### config.mk
export PLATFORM = sky130hd
export DESIGN_NAME = mult_div_unit
export DESIGN_NICKNAME = d
export VERILOG_FILES = /design/src/rtl/mult_div_unit.sv
export SDC_FILE = /design/constraint.sdc
export NUM_CORES = 1
export LEC_CHECK = 0
export CAP_MARGIN = 20
export CORE_UTILIZATION = 60
export CTS_CLUSTER_SIZE = 20
export DETAILED_ROUTE_END_ITERATION = 16
export PLACE_DENSITY = 0.92
export SLEW_MARGIN = 20
export SYNTH_ARGS = -nofsm -noshare
export SYNTH_HDL_FRONTEND = slang
export SYNTH_SLANG_ARGS = --single-unit
### constraint.sdc
create_clock -name clk -period 11.1 [get_ports clk]
set_clock_uncertainty 0.2 [all_clocks]
set_input_delay 2.22 -clock clk [delete_from_list [all_inputs] [get_ports clk]]
set_output_delay 2.22 -clock clk [all_outputs]
set_load 0.05 [all_outputs]
### src/rtl/mult_div_unit.sv
// Iterative multiply/divide unit holding the HI/LO registers: one shift-add or
// restoring-divide step per cycle on operand magnitudes, signs applied in a final FIX cycle.
module mult_div_unit #(
  parameter int WIDTH = 32
) (
  input  logic             clk,
  input  logic             reset,
  input  logic             start,
  input  logic [2:0]       op,
  input  logic [WIDTH-1:0] a,
  input  logic [WIDTH-1:0] b,
  output logic [WIDTH-1:0] hi,
  output logic [WIDTH-1:0] lo,
  output logic             busy,
  output logic             done
);

  localparam int CW = (WIDTH > 1) ? $clog2(WIDTH) : 1;

  typedef enum logic [1:0] {IDLE, CALC, FIX} state_t;

  state_t             state_q, state_d;
  logic [CW-1:0]      cnt_q, cnt_d;
  logic [2*WIDTH-1:0] acc_q, acc_d;
  logic [WIDTH-1:0]   opnd_q, opnd_d;
  logic [WIDTH-1:0]   hi_q, hi_d;
  logic [WIDTH-1:0]   lo_q, lo_d;
  logic               is_div_q, is_div_d;
  logic               neg_q, neg_d;
  logic               rem_neg_q, rem_neg_d;
  logic               done_q, done_d;

  logic               is_signed;
  logic [WIDTH-1:0]   a_mag, b_mag;
  logic [WIDTH:0]     add_sum, rem_sh, rem_sub;
  logic               rem_ge;
  logic [2*WIDTH-1:0] prod_fix;
  logic [WIDTH-1:0]   quo_fix, rem_fix;

  always_comb begin
    state_d   = state_q;
    cnt_d     = cnt_q;
    acc_d     = acc_q;
    opnd_d    = opnd_q;
    hi_d      = hi_q;
    lo_d      = lo_q;
    is_div_d  = is_div_q;
    neg_d     = neg_q;
    rem_neg_d = rem_neg_q;
    done_d    = 1'b0;

    is_signed = ~op[0];
    a_mag     = (is_signed && a[WIDTH-1]) ? -a : a;
    b_mag     = (is_signed && b[WIDTH-1]) ? -b : b;

    // Multiply: acc = {partial product, remaining multiplier bits}.
    // Divide:   acc = {partial remainder, remaining dividend / quotient bits}.
    add_sum  = {1'b0, acc_q[2*WIDTH-1:WIDTH]} + {1'b0, opnd_q};
    rem_sh   = {acc_q[2*WIDTH-1:WIDTH], acc_q[WIDTH-1]};
    rem_ge   = (rem_sh >= {1'b0, opnd_q});
    rem_sub  = rem_sh - {1'b0, opnd_q};

    prod_fix = neg_q ? -acc_q : acc_q;
    quo_fix  = neg_q ? -acc_q[WIDTH-1:0] : acc_q[WIDTH-1:0];
    rem_fix  = rem_neg_q ? -acc_q[2*WIDTH-1:WIDTH] : acc_q[2*WIDTH-1:WIDTH];

    case (state_q)
      IDLE: begin
        if (start) begin
          case (op)
            3'b100: hi_d = a;
            3'b101: lo_d = a;
            3'b000, 3'b001, 3'b010, 3'b011: begin
              state_d   = CALC;
              cnt_d     = '0;
              is_div_d  = op[1];
              neg_d     = is_signed & (a[WIDTH-1] ^ b[WIDTH-1]);
              rem_neg_d = is_signed & a[WIDTH-1];
              opnd_d    = op[1] ? b_mag : a_mag;
              acc_d     = {{WIDTH{1'b0}}, (op[1] ? a_mag : b_mag)};
            end
            default: ;
          endcase
        end
      end
      CALC: begin
        if (is_div_q) begin
          if (rem_ge) acc_d = {rem_sub[WIDTH-1:0], acc_q[WIDTH-2:0], 1'b1};
          else        acc_d = {rem_sh[WIDTH-1:0],  acc_q[WIDTH-2:0], 1'b0};
        end else begin
          acc_d = acc_q[0] ? {add_sum, acc_q[WIDTH-1:1]} : {1'b0, acc_q[2*WIDTH-1:1]};
        end
        cnt_d = cnt_q + 1'b1;
        if (cnt_q == CW'(WIDTH - 1)) state_d = FIX;
      end
      FIX: begin
        state_d = IDLE;
        done_d  = 1'b1;
        if (is_div_q) begin
          // A zero divisor naturally leaves remainder = dividend; only the quotient is forced.
          lo_d = (opnd_q == '0) ? '1 : quo_fix;
          hi_d = rem_fix;
        end else begin
          {hi_d, lo_d} = prod_fix;
        end
      end
      default: state_d = IDLE;
    endcase
  end

  always_ff @(posedge clk) begin
    if (reset) begin
      state_q   <= IDLE;
      cnt_q     <= '0;
      acc_q     <= '0;
      opnd_q    <= '0;
      hi_q      <= '0;
      lo_q      <= '0;
      is_div_q  <= 1'b0;
      neg_q     <= 1'b0;
      rem_neg_q <= 1'b0;
      done_q    <= 1'b0;
    end else begin
      state_q   <= state_d;
      cnt_q     <= cnt_d;
      acc_q     <= acc_d;
      opnd_q    <= opnd_d;
      hi_q      <= hi_d;
      lo_q      <= lo_d;
      is_div_q  <= is_div_d;
      neg_q     <= neg_d;
      rem_neg_q <= rem_neg_d;
      done_q    <= done_d;
    end
  end

  assign hi   = hi_q;
  assign lo   = lo_q;
  assign busy = (state_q != IDLE);
  assign done = done_q;

endmodule

Word-level counts from Yosys, hierarchy flattened
Index checks and enable logic that the tools add are counted.
{"block": "totals", "regBits": 171, "latchBits": 0, "ram_bits": 0, "romBits": 0, "input_bits": 70, "out_inout_bits": 66, "word_cells": 80, "mem_count": 0}
{"block": "op_classes", "n_addsub": 8, "multipliers": 0, "n_div": 0, "order_cmp": 1, "n_eq_ne": 13, "shift": 0, "muxes": 30, "bitwise": 4, "reduce_logical": 14}
{"op": "2-to-1 mux 32 bit", "n": 13}
{"op": "2-to-1 mux 64 bit", "n": 6}
{"op": "negator 32 bit", "n": 4}
{"op": "one-hot mux 32 bit (2 select lines)", "n": 2}
{"op": "one-hot mux 64 bit (2 select lines)", "n": 1}
{"op": "negator 64 bit", "n": 1}
{"op": "adder 32 x 32 -> 33 bit", "n": 1}
{"op": ">= comparator 33 x 32 -> 1 bit", "n": 1}
{"op": "zero test 32 bit", "n": 1}
{"op": "subtractor 32 bit", "n": 1}
{"op": "AND reduction 3 bit", "n": 5}
{"op": "2-to-1 mux 5 bit", "n": 2}
{"op": "one-hot mux 5 bit (2 select lines)", "n": 1}
{"op": "== test 3 x 2 -> 1 bit, second input constant", "n": 2}
{"op": "== test 3 bit, second input constant", "n": 2}
{"op": "2-to-1 mux 2 bit", "n": 3}
{"op": "!= test 2 x 1 -> 1 bit, second input constant", "n": 3}
{"op": "nonzero test 2 bit", "n": 3}
{"op": "adder 5 x 1 -> 5 bit, second input constant", "n": 1}
{"op": "== test 5 bit, second input constant", "n": 1}
{"op": "!= test 2 bit, second input constant", "n": 2}
{"op": "one-hot mux 2 bit (2 select lines)", "n": 1}
{"op": "OR reduction 4 bit", "n": 1}
{"op": "== test 3 x 1 -> 1 bit, second input constant", "n": 1}
{"op": "other kinds (9)", "n": 11}

Longest topological paths before layout
{"block": "logic_depth", "word_depth": 7, "depth_mapped": 15, "mapped_depth_nobuf": 14}

Least setup slack after synthesis
OpenSTA, ideal clock, no wires.
{"block": "synth_timing", "path_kind": "in2reg", "from": "input port a[11]", "to": "register acc_q[27]", "setup_ns": 0.132, "t_arrival_ns": 4.506, "required_ns": 10.768, "slack_ns": 6.262, "stages": 9, "n_path_buf": 0, "cell_sequence": "or4_1 or4_1 nor4_1 nand2_1 o21ai_0 xor2_1 o22ai_1 o21ai_0 a21oi_1"}
{"block": "synth_between", "elab_chain_cells": 6}
{"item": "start, declared", "line_no": "10", "source": "input logic [WIDTH-1:0] a,"}
{"item": "negator 32 bit", "line_no": "53", "source": "a_mag = (is_signed && a[WIDTH-1]) ? -a : a;"}
{"item": "2-to-1 mux 32 bit", "line_no": "53"}
{"item": "2-to-1 mux 32 bit", "line_no": "80", "source": "acc_d = {{WIDTH{1'b0}}, (op[1] ? a_mag : b_mag)};"}
{"item": "2-to-1 mux 64 bit", "line_no": "70", "source": "case (op)"}
{"item": "2-to-1 mux 64 bit", "line_no": "69", "source": "if (start) begin"}
{"item": "one-hot mux 64 bit (2 select lines)", "line_no": "67", "source": "case (state_q)"}
{"item": "end signal, assigned", "line_no": "115", "source": "acc_q <= '0;"}
{"item": "end signal, assigned", "line_no": "126", "source": "acc_q <= acc_d;"}
{"item": "end, declared", "line_no": "24", "source": "logic [2*WIDTH-1:0] acc_q, acc_d;"}
Every way passes these cells. The select of a mux whose other input is x is not followed.
A chain may end at the register's enable or synchronous reset.

Worst setup path after layout
{"block": "layout_timing", "from": "input port a[3]", "to": "register acc_q[26]"}
Same word-level chain as after synthesis.

==> results_dict.tcl <==
set metrics [dict create \
    vias 16900 \
    route.detailed.vias_per_inst 6.88 \
    clk-insertion-delay-late_ns 0.45 \
    setup_repair_after_global_routing_missed_its_margin "no" \
    synth_seq_area_share_pct 22.8 \
    timing.max_cap.violations 0 \
    cpPeakStageDelay_ns 0.83 \
    io-pin-count 136 \
    finalNetCount 2259 \
    area_growth_synth_to_finish_pct 13.4 \
    vias_in_the_first_global_route 15200 \
    synth.largest_area_cell "sky130_fd_sc_hd__dfxtp_1" \
    tritoncts_num_sinks 171 \
    timing.critical_path.arrival_ns 5.66 \
    dp_cells 2422 \
    post_syn_instances 2093 \
    synth.ff_latch_count 171 \
    max_freq_mhz 182 \
    status "completed" \
    synth.lib_cells_used.distinct 76 \
    crit_chain "clkdlybuf4s50_1 -> nor4_1 -> nand4b_1 -> nor4_1 -> and2_1 -> a21oi_1 -> xor2_1 -> nand3_1 -> o21ai_0 -> nor2_1 -> nor3_1" \
    rows 57 \
    p_leak_nw 6.56 \
    number_of_antenna_violations_at_the_first_check_in_global_routing 1 \
    clk_transition_reported_paths_ns 0.07 \
    avgSynthCellArea_um2 7.18 \
    globalRoute.totalOverflow 0 \
    initial_utilization_pct 61.4 \
    worst_setup_path_end_kind "register" \
    worstHoldStart "hi[27]$_SDFFE_PP0P_" \
    finalWeightedCongestion 1.04 \
    grt_pass1_wl_um 88500 \
    endpoint_of_the_worst_hold_timing_path "hi[27]$_SDFFE_PP0P_" \
    global_route.usage.met3_pct 14.7 \
    final_period_minus_worst_setup_slack_ns 5.50 \
    cts_hold_buffers 0 \
    min_delay_path_depth 2 \
    cts_tree "done" \
    num-fill-cells 1992 \
    drt-pass1-iter-count 7 \
    netlist_top_cells_count "234 x sky130_fd_sc_hd__nor2_1, 216 x sky130_fd_sc_hd__a21oi_1, 214 x sky130_fd_sc_hd__nand2_1" \
    reg2reg_slack_ns 6.69 \
    number_of_failing_hold_endpoints_at_the_final_stage 0 \
    postCtsSetupRepairBufs 0 \
    number_of_warnings_printed_during_yosys_synthesis 0 \
    floorplan.die_area_um2 25700 \
    worst-r2r-cell-count 11 \
    synthArstFlopShare_pct 0 \
    grt_busiest_layer "met2" \
    largest_net_degree_at_the_start_of_global_routing 80 \
    reg2reg_from "acc_q[50]$_SDFFE_PP0P_" \
    drive_gt1_share_pct 4.56 \
    grtUsageMet1_pct 58.3 \
    post-route-drc-count 0 \
    final_area_um2 17000 \
    routed_len_inst_um 23.8 \
    root_buffer "sky130_fd_sc_hd__clkbuf_16" \
    n_antenna_cell 0 \
    timing.final.setup_violations 0 \
    critPathSlowestCell "sky130_fd_sc_hd__nor4_1" \
    period_share_pct 49.5 \
    core_region_area_um2 24500 \
    use_met2_pct 65.2 \
    power_per_cell_area_nw_per_um2 122 \
    hpwl_um 43800 \
    post_synth_instance_area_um2 15000 \
    synth_edf_count 0 \
    numCtsBuffers 17 \
    io_buffers 135 \
    timing.max_slew.rel_slack_pct 30.9 \
    crit_path_frequent_cell "sky130_fd_sc_hd__nor4_1" \
    synth_area_leaders "sky130_fd_sc_hd__dfxtp_1 23%, sky130_fd_sc_hd__a21oi_1 7.2%, sky130_fd_sc_hd__xnor2_1 5.9%" \
    post-synth-top-area-fraction_pct 22.8 \
    pin_slew_with_the_least_headroom_to_its_limit_ns 1.04 \
    vdd_ir_drop_max_mv 0.0997 \
    syn_nets 2235 \
    cts-resized-gates 0 \
    dpl_cell_area_um2 16400 \
    timing.setup.tns_ns 0 \
    crit_required_ns 11.26 \
    dieHeight_um 160 \
    drt_first_iter_violations 2543 \
    synth.most_common_cell "sky130_fd_sc_hd__nor2_1" \
    critPathKind "in2reg" \
    rr_endpoint "acc_q[47]$_SDFFE_PP0P_" \
    die_w_um 160 \
    cts-htree-levels 4 \
    hold_crit_path_type "reg2reg" \
    grt_usage_pct 44.5 \
    dominantRegCellSynth "sky130_fd_sc_hd__dfxtp_1" \
    route.antenna.remaining_nets 0 \
    routed_wl_um 58300 \
    non_filler_cells_in_the_finished_layout 2453 \
    ctsLongestPathBuffers 2 \
    final-max-slew-violation-count 0 \
    path_max_fanout 6 \
    cp-start-kind "input port" \
]
## worst max-delay path by stage
stage	start	to	slack (ns)	cells past startpoint
floorplan	a[11]	acc_q[27]$_SDFFE_PP0P_	6.26	9
global placement	a[3]	acc_q[28]$_SDFFE_PP0P_	5.36	11
detailed placement	a[3]	acc_q[26]$_SDFFE_PP0P_	5.27	11
CTS	a[3]	acc_q[26]$_SDFFE_PP0P_	5.69	11
global route	a[3]	acc_q[26]$_SDFFE_PP0P_	5.39	11
finish	a[3]	acc_q[26]$_SDFFE_PP0P_	5.60	11
## metrics by stage
step | util, % | setup WS [ns] | power (mW) | hold WS (ns)
final | 69.6 | 5.60 | 2.08 | 0.255
after global routing | 69.6 | 5.39 | 2.15 | 0.276
after CTS | 69.6 | 5.69 | 2.05 | 0.254
after detailed placement | 67.0 | 5.27 | 1.38 | 0.246
after global placement | 67.0 | 5.36 | 1.37 | 0.238
after floorplan | - | 6.26 | 1.17 | 0.229
## placed cells by master, fill, tap and decap left out, types with 17 or more instances in the layout
cell | Yosys | layout
sky130_fd_sc_hd__nor2_1 | 234 | 231
sky130_fd_sc_hd__a21oi_1 | 216 | 216
sky130_fd_sc_hd__nand2_1 | 214 | 214
sky130_fd_sc_hd__dfxtp_1 | 171 | 169
sky130_fd_sc_hd__o21ai_0 | 145 | 145
sky130_fd_sc_hd__clkdlybuf4s50_1 | 0 | 133
sky130_fd_sc_hd__xnor2_1 | 101 | 101
sky130_fd_sc_hd__ha_1 | 70 | 70
sky130_fd_sc_hd__xor2_1 | 68 | 68
sky130_fd_sc_hd__mux2i_1 | 67 | 67
sky130_fd_sc_hd__inv_1 | 61 | 61
sky130_fd_sc_hd__a211oi_1 | 61 | 61
sky130_fd_sc_hd__nor3_1 | 58 | 58
sky130_fd_sc_hd__a21o_1 | 46 | 46
sky130_fd_sc_hd__nand3_1 | 44 | 44
sky130_fd_sc_hd__nor4_1 | 28 | 28
sky130_fd_sc_hd__buf_4 | 0 | 28
sky130_fd_sc_hd__o211ai_1 | 27 | 27
sky130_fd_sc_hd__o221ai_1 | 24 | 24
sky130_fd_sc_hd__or3_1 | 22 | 22
sky130_fd_sc_hd__o31ai_1 | 22 | 22
sky130_fd_sc_hd__nand2b_1 | 18 | 17
sky130_fd_sc_hd__o22ai_1 | 17 | 17
sky130_fd_sc_hd__clkbuf_16 | 0 | 17
## metal layers
metal	up-vias	wire (um)
met2	1254	24000
met5	-	9
met4	2	3430
met3	237	8530
met1	7730	22300
li1	7646	-
## where the power goes
| part | total (mW) | internal [mW] | switching, mW |
|---|---|---|---|
| clock | 0.681 | 0.389 | 0.292 |
| sequential | 0.713 | 0.644 | 0.0690 |
| combinational | 0.685 | 0.253 | 0.432 |
| total | 2.08 | 1.29 | 0.793 |
## final cells by class
cell class                 count  area (um2)  share of cell area, %
clock buffer                  18         439                   2.58
multi-input combinational   1703       10800                   63.3
sequential                   171        3430                   20.1
timing repair buffer         162        1550                   9.08
inverter                      62         233                   1.37
clock inverter                13         209                   1.23
tap                          324         405                   2.38
## flip-flops by register name, summed over array words and instances (netlist names)
register	flops
state_q	2
done	1
is_div_q	1
neg_q	1
lo	32
opnd_q	32
cnt_q	5
rem_neg_q	1
hi	32
acc_q	64
## cells by family after synthesis
group / Yosys count / synth area share, %
DFF: 171 / 22.8
buffers and inverters: 219 / 5.67
and+or+nand+nor: 701 / 21.4
adders and majority gates: 72 / 6.10
muxes: 71 / 4.77
AOI/OAI and AO/OA: 690 / 29.4
xor gates and xnor gates: 169 / 9.86
## critical path, delay by kind of cell
family	cells	cell delay, ns
AND/OR/NAND/NOR	7	2.43
AO/OA/AOI/OAI	2	0.23
buffers and inverters	1	0.54
XOR/XNOR	1	0.24
Power figures use the tool's default switching activity.
